### src/rtl/neuron_pkg.sv
// Shared FSM state encoding, activation-mode encodings and saturating arithmetic
// for the neuron MAC datapath.
package neuron_pkg;

    typedef enum logic [2:0] {
        ST_IDLE,
        ST_ACCUM,
        ST_DRAIN,
        ST_BIAS,
        ST_ACT,
        ST_OUT
    } state_t;

    localparam logic ACT_LINEAR = 1'b0;
    localparam logic ACT_RELU   = 1'b1;

    // Adds two sign-extended operands and clamps the sum to a signed w-bit range (w <= 64).
    function automatic logic signed [63:0] sat_add(
        input logic signed [63:0] a,
        input logic signed [63:0] b,
        input int unsigned        w
    );
        logic signed [64:0] s;
        logic signed [64:0] hi;
        logic signed [64:0] lo;
        s  = {a[63], a} + {b[63], b};
        hi = (65'sd1 <<< (w - 1)) - 65'sd1;
        lo = -(65'sd1 <<< (w - 1));
        if (s > hi) begin
            return hi[63:0];
        end else if (s < lo) begin
            return lo[63:0];
        end else begin
            return s[63:0];
        end
    endfunction

endpackage

### src/rtl/neuron_wmem.sv
// Banked weight store: LANES banks of DEPTH words, one write port and one
// registered read port that returns a whole row (one word per bank).
module neuron_wmem
    import neuron_pkg::*;
#(
    parameter int DATA_W = 16,
    parameter int LANES  = 4,
    parameter int DEPTH  = 8,
    parameter int ADDR_W = 3,
    parameter int BANK_W = 2
) (
    input  logic                      clk,
    input  logic                      wr_en,
    input  logic [BANK_W-1:0]         wr_bank,
    input  logic [ADDR_W-1:0]         wr_addr,
    input  logic [DATA_W-1:0]         wr_data,
    input  logic                      rd_en,
    input  logic [ADDR_W-1:0]         rd_addr,
    output logic [LANES*DATA_W-1:0]   rd_data
);

    logic [DATA_W-1:0] mem [LANES][DEPTH];

    // Contents are deliberately not reset so weights survive a reset.
    always_ff @(posedge clk) begin
        if (wr_en) begin
            mem[wr_bank][wr_addr] <= wr_data;
        end
        if (rd_en) begin
            for (int k = 0; k < LANES; k++) begin
                rd_data[k*DATA_W +: DATA_W] <= mem[k][rd_addr];
            end
        end
    end

endmodule

### src/rtl/neuron_mac_gen.sv
// One neuron: streams LANES inputs per beat against stored weights, accumulates
// with saturation, adds a bias, applies linear/ReLU and hands the result out.
module neuron_mac_gen
    import neuron_pkg::*;
#(
    parameter int DATA_W     = 16,
    parameter int FRAC_W     = 8,
    parameter int NUM_WEIGHT = 32,
    parameter int LANES      = 4,
    parameter int LAYER_ID   = 1,
    parameter int NEURON_ID  = 0
) (
    input  logic                     clk,
    input  logic                     rst,
    input  logic [31:0]              cfg_layer,
    input  logic [31:0]              cfg_neuron,
    input  logic                     wt_valid,
    input  logic [DATA_W-1:0]        wt_data,
    input  logic                     bias_valid,
    input  logic [DATA_W-1:0]        bias_data,
    input  logic                     act_mode,
    input  logic                     in_valid,
    output logic                     in_ready,
    input  logic [LANES*DATA_W-1:0]  in_data,
    output logic                     out_valid,
    input  logic                     out_ready,
    output logic [DATA_W-1:0]        out_data,
    output logic                     wt_err
);

    localparam int DEPTH  = NUM_WEIGHT / LANES;
    localparam int ADDR_W = (DEPTH > 1) ? $clog2(DEPTH) : 1;
    localparam int BANK_W = (LANES > 1) ? $clog2(LANES) : 1;
    localparam int PROD_W = 2 * DATA_W;
    localparam int ACC_W  = 2 * DATA_W;
    localparam int SUM_W  = PROD_W + $clog2(LANES) + 1;

    localparam logic signed [ACC_W-1:0] Q_MAX = {{(ACC_W-DATA_W+1){1'b0}}, {(DATA_W-1){1'b1}}};
    localparam logic signed [ACC_W-1:0] Q_MIN = {{(ACC_W-DATA_W+1){1'b1}}, {(DATA_W-1){1'b0}}};

    state_t state;
    state_t state_nx;

    logic                     ready_en;
    logic                     accept;
    logic                     last_beat;
    logic                     to_idle;
    logic                     sel;
    logic                     wt_wr;
    logic                     bias_wr;
    logic                     cfg_drop;
    logic                     mode_reg;
    logic [BANK_W-1:0]        wr_bank;
    logic [ADDR_W-1:0]        wr_addr;
    logic [ADDR_W-1:0]        rd_ptr;
    logic signed [DATA_W-1:0] bias_reg;
    logic signed [ACC_W-1:0]  acc;

    logic [LANES*DATA_W-1:0]  data_p0;
    logic [LANES*DATA_W-1:0]  wrow_p0;
    logic                     vld_p0;
    logic signed [PROD_W-1:0] lane_x [LANES];
    logic signed [PROD_W-1:0] lane_w [LANES];
    logic signed [PROD_W-1:0] prod_p1 [LANES];
    logic                     vld_p1;
    logic signed [SUM_W-1:0]  lane_sum;
    logic                     vld_p2;

    // Arithmetic shift back to DATA_W, clamp, then optional rectification.
    function automatic logic signed [DATA_W-1:0] activate(
        input logic signed [ACC_W-1:0] a,
        input logic                    mode
    );
        logic signed [ACC_W-1:0]  q;
        logic signed [DATA_W-1:0] r;
        q = a >>> FRAC_W;
        if (q > Q_MAX) begin
            r = {1'b0, {(DATA_W-1){1'b1}}};
        end else if (q < Q_MIN) begin
            r = {1'b1, {(DATA_W-1){1'b0}}};
        end else begin
            r = q[DATA_W-1:0];
        end
        if (mode == ACT_RELU && r[DATA_W-1]) begin
            r = '0;
        end
        return r;
    endfunction

    assign sel       = (cfg_layer == LAYER_ID) && (cfg_neuron == NEURON_ID);
    assign wt_wr     = sel && wt_valid && (state == ST_IDLE);
    assign bias_wr   = sel && bias_valid && (state == ST_IDLE);
    assign cfg_drop  = sel && (wt_valid || bias_valid) && (state != ST_IDLE);
    assign accept    = in_valid && in_ready;
    assign last_beat = (rd_ptr == ADDR_W'(DEPTH - 1));
    assign to_idle   = (state == ST_OUT) && out_valid && out_ready;

    always_comb begin
        in_ready = 1'b0;
        if (ready_en && (state == ST_IDLE || state == ST_ACCUM)) begin
            in_ready = 1'b1;
        end
    end

    always_comb begin
        state_nx = state;
        case (state)
            ST_IDLE:  if (accept) state_nx = last_beat ? ST_DRAIN : ST_ACCUM;
            ST_ACCUM: if (accept && last_beat) state_nx = ST_DRAIN;
            ST_DRAIN: if (!(vld_p0 || vld_p1 || vld_p2)) state_nx = ST_BIAS;
            ST_BIAS:  state_nx = ST_ACT;
            ST_ACT:   state_nx = ST_OUT;
            ST_OUT:   if (out_valid && out_ready) state_nx = ST_IDLE;
            default:  state_nx = ST_IDLE;
        endcase
    end

    always_ff @(posedge clk or negedge rst) begin
        if (!rst) begin
            state <= ST_IDLE;
        end else begin
            state <= state_nx;
        end
    end

    neuron_wmem #(
        .DATA_W (DATA_W),
        .LANES  (LANES),
        .DEPTH  (DEPTH),
        .ADDR_W (ADDR_W),
        .BANK_W (BANK_W)
    ) u_wmem (
        .clk     (clk),
        .wr_en   (wt_wr),
        .wr_bank (wr_bank),
        .wr_addr (wr_addr),
        .wr_data (wt_data),
        .rd_en   (accept),
        .rd_addr (rd_ptr),
        .rd_data (wrow_p0)
    );

    // p0 -> p1: per-lane signed products of the registered beat and weight row
    always_comb begin
        for (int k = 0; k < LANES; k++) begin
            lane_x[k] = PROD_W'($signed(data_p0[k*DATA_W +: DATA_W]));
            lane_w[k] = PROD_W'($signed(wrow_p0[k*DATA_W +: DATA_W]));
        end
    end

    always_ff @(posedge clk) begin
        if (accept) begin
            data_p0 <= in_data;
        end
        for (int k = 0; k < LANES; k++) begin
            prod_p1[k] <= lane_x[k] * lane_w[k];
        end
    end

    // p1 -> p2: exact lane sum folded into the saturating accumulator
    always_comb begin
        lane_sum = '0;
        for (int k = 0; k < LANES; k++) begin
            lane_sum = lane_sum + SUM_W'(prod_p1[k]);
        end
    end

    always_ff @(posedge clk or negedge rst) begin
        if (!rst) begin
            ready_en  <= 1'b0;
            vld_p0    <= 1'b0;
            vld_p1    <= 1'b0;
            vld_p2    <= 1'b0;
            mode_reg  <= ACT_LINEAR;
            wr_bank   <= '0;
            wr_addr   <= '0;
            rd_ptr    <= '0;
            bias_reg  <= '0;
            acc       <= '0;
            out_valid <= 1'b0;
            out_data  <= '0;
            wt_err    <= 1'b0;
        end else begin
            ready_en <= 1'b1;
            vld_p0   <= accept;
            vld_p1   <= vld_p0;
            vld_p2   <= vld_p1;

            if (accept && state == ST_IDLE) begin
                mode_reg <= act_mode;
            end

            if (wt_wr) begin
                if (wr_bank == BANK_W'(LANES - 1)) begin
                    wr_bank <= '0;
                    wr_addr <= (wr_addr == ADDR_W'(DEPTH - 1)) ? '0 : wr_addr + 1'b1;
                end else begin
                    wr_bank <= wr_bank + 1'b1;
                end
            end
            if (bias_wr) begin
                bias_reg <= bias_data;
            end
            if (cfg_drop) begin
                wt_err <= 1'b1;
            end

            if (accept) begin
                rd_ptr <= last_beat ? '0 : rd_ptr + 1'b1;
            end

            // The drain wait guarantees lane sums and the bias add never coincide.
            if (to_idle) begin
                rd_ptr <= '0;
                acc    <= '0;
            end else if (vld_p1) begin
                acc <= ACC_W'(sat_add(64'(acc), 64'(lane_sum), ACC_W));
            end else if (state == ST_BIAS) begin
                acc <= ACC_W'(sat_add(64'(acc), 64'(bias_reg) <<< FRAC_W, ACC_W));
            end

            if (state == ST_ACT) begin
                out_valid <= 1'b1;
                out_data  <= activate(acc, mode_reg);
            end else if (to_idle) begin
                out_valid <= 1'b0;
            end
        end
    end

endmodule

### config.mk
export PLATFORM = sky130hd
export DESIGN_NAME = neuron_mac_gen
export DESIGN_NICKNAME = d
export VERILOG_FILES = /design/src/rtl/neuron_pkg.sv /design/src/rtl/neuron_wmem.sv /design/src/rtl/neuron_mac_gen.sv
export SDC_FILE = /design/constraint.sdc
export NUM_CORES = 2
export LEC_CHECK = 0
export CELL_PAD_IN_SITES_DETAIL_PLACEMENT = 0
export CELL_PAD_IN_SITES_GLOBAL_PLACEMENT = 2
export CORE_AREA = 4 4 436 438
export CTS_CLUSTER_SIZE = 12
export DETAILED_ROUTE_END_ITERATION = 7
export DIE_AREA = 0 0 440 442
export DONT_BUFFER_PORTS = 1
export GPL_ROUTABILITY_DRIVEN = 0
export PLACE_DENSITY_LB_ADDON = 0.05
export SLEW_MARGIN = 10
export SYNTH_ARGS = -nofsm -noshare
export SYNTH_HDL_FRONTEND = slang
export SYNTH_SLANG_ARGS = --single-unit
### constraint.sdc
create_clock -name clk -period 13.7 [get_ports clk]
set_input_delay 1.37 -clock clk [delete_from_list [all_inputs] [get_ports clk]]
set_output_delay 1.37 -clock clk [all_outputs]
set_load 0.01 [all_outputs]
==> run metrics <==
worst-path fanout max 16; RSZ-0062 raised after global routing false; Worst-Skew Late Latency 0.74 ns; CTS Hold Bufs 0; largest registers u_wmem.mem x512, prod_p1 x128; skew final 0.03933 ns; crit path buf inv count 3; pin count of the biggest net entering global routing 90; Rel. slew slack 0.2413; global-route wire length before repair 315100 um; crit path kind reg2reg; Largest register FFs 512; final hold slack 0.3394 ns; Slew Limit Fails 0; FP Rows 159; crit-path max cell delay 0.79 ns; Yosys top cell area share 0.3103; First-pass DRT Iterations 5; IO buf count 0; most flop-heavy register u_wmem.mem; clk root buf clkbuf_16; most frequent CP cell fa_1; biggest area consumer among synthesized cells fa_1; sequential share of the synthesized area 0.3220; CTS tree built; Layout area overhead 7.870%; grt ovf 0; Die X-Extent 440 um; Final setup viols 0; most numerous cell in the Yosys netlist inv_1; Slowest-stage cell, CP edfxtp_1; Avg WL per Cell 22.95 um; via count 44070; setup total negative slack 0 ns; IO Pins 186; Mapped Cells 6424; Post-CTS Setup Inserts 0; synth unique cells 81; maximum root-to-sink buffer count 3; cts repair resizes 0; Hold Crit Class in2async; Seq cells post-synth 850; status complete, no violations; Post-DP HPWL 160100 um; CP Data Arrival Time 8.08 ns; Synth Warn # 0; Primary FF master, synth edfxtp_1; mapped cell area 74010 um^2; initial antenna violation count 23; Final Cycle Share 0.5433; total die area 194500 um^2; initial drt markers 2754; dominant cells by area after synthesis fa_1 31%, edfxtp_1 26%, inv_1 7.4%, ha_1 6.7%, mux4_2 3.9%; Crit path max-delay family adder cells; Worst-path clk slew 0.06 ns; CTS buffer count 100; CTS H-tree depth 3; commonest cells in the netlist 1456 x inv_1, 1147 x fa_1, 656 x nand2_1; Post-synth EDFFs 640; Die Y 442 um; Tmin final 7.443 ns; Worst Max-Slew Pin Slew 1.138 ns; Core ar. 186600 um^2; Final #Nets 8071; vias in the first global route 48380; Avg Inst Size Synth 11.52 um^2; drt total wl 205300 um; share of flip-flops with an asynchronous set or reset 0.09647; clock sinks 850; Initial Utilization 0.3966; vias per inst 4.927; Critical Path Start Type flip-flop; Tot GR Track Use 0.2173; Worst EP required 14.33 ns; maxcap violations 0; Syn Nets 8134; Hold Fails Final Rpt 0; CP Capture Type flip-flop; drt drc 0; maximum clock frequency 134.4 MHz; Routed Antenna Nets 0; share of layout cells above drive strength 1 0.06470; CP Cell Sequence nand2_1 -> fa_1 -> inv_1 -> fa_1 -> fa_1 -> fa_1 -> inv_1 -> fa_1 -> inv_1 -> fa_1 -> ha_1 -> a21o_1 -> a21o_1 -> a21oi_1 -> o21ai_0 -> a31oi_1 -> o21ai_0 -> nor3_1 -> o31ai_1 -> or4_1 -> a2111o_1 -> o211ai_1
-- metrics by stage --
stage | cell area, um^2 | worst slack [ns] | util | std cells
finish | 79830 | 6.257 | 0.4278 | 8945
CTS | 79820 | 6.255 | 0.4277 | 8940
detailed placement | 76610 | 6.308 | 0.4105 | 8754
global route | 79820 | 5.771 | 0.4277 | 8941
floorplan | 74010 | 7.300 | - | 6424
global placement | 76610 | 6.305 | 0.4105 | 8754
-- per-layer routing --
layer,track usage,share of wire,wire length [um],vias to the layer above
met1,0.3185,0.47,95770,23010
met3,0.02769,0.045,9146,166
met2,0.3472,0.47,96150,795
met4,0.04618,0.020,4166,4
li1,-,-,-,20100
met5,0,0.00013,27,-
-- placed cells by master (no fill, tap or decap), types with 28 or more instances in the layout --
cell type,count
a21o_1,90
a21oi_1,171
and2_1,436
clkbuf_1,28
clkbuf_16,101
dfrtp_1,79
dfxtp_1,128
edfxtp_1,640
fa_1,1147
ha_1,396
inv_1,1455
mux2_2,83
mux4_2,128
nand2_1,656
nand2b_1,85
nor2_1,109
nor3_1,29
o21ai_0,101
xnor2_1,145
xor2_1,42
-- layout make-up --
type,count,area [um^2]
repair buffers,25,200.2
inverters,1456,5470
fillers,17950,106800
clock inverters,54,535.5
multi-input cells,3928,43970
clock buffers,132,2674
diodes,5,12.51
flip-flops and latches,850,23840
well taps,2495,3122
-- cell families (layout without fill, tap and decap cells) --
| group | after synthesis | in the layout | share of synthesized area |
|---|---|---|---|
| flip-flops | 850 | 850 | 0.3220 |
| XOR/XNOR | 187 | 187 | 0.02213 |
| buffers and inverters | 1646 | 1667 | 0.08384 |
| multiplexers | 211 | 211 | 0.05158 |
| AO/OA/AOI/OAI | 545 | 545 | 0.04742 |
| AND/OR/NAND/NOR | 1440 | 1440 | 0.09557 |
| adder cells (fa/ha/maj) | 1544 | 1544 | 0.3774 |
| other | 1 | 6 | 0.00005067 |
-- path summary, 6_finish.rpt --
kind / slack (ns) / depth (start not counted) / start / to
max: 6.26 / 22 / data_p0[11]$_DFFE_PP_ / prod_p1[0][31]$_DFF_P_
min: 0.34 / 0 / rst / bias_reg[7]$_DFFE_PN0P_
max reg2reg: 6.26 / 22 / data_p0[11]$_DFFE_PP_ / prod_p1[0][31]$_DFF_P_
min reg2reg: 0.38 / 0 / vld_p0$_DFF_PN0_ / vld_p1$_DFF_PN0_
max in group asynchronous: 13.15 / 0 / rst / wr_addr[2]$_DFFE_PN0P_
min in group clk: 0.38 / 0 / vld_p0$_DFF_PN0_ / vld_p1$_DFF_PN0_
Power is not shown: default switching activity piles up to over one toggle a cycle in this logic, so the estimate is an artifact.
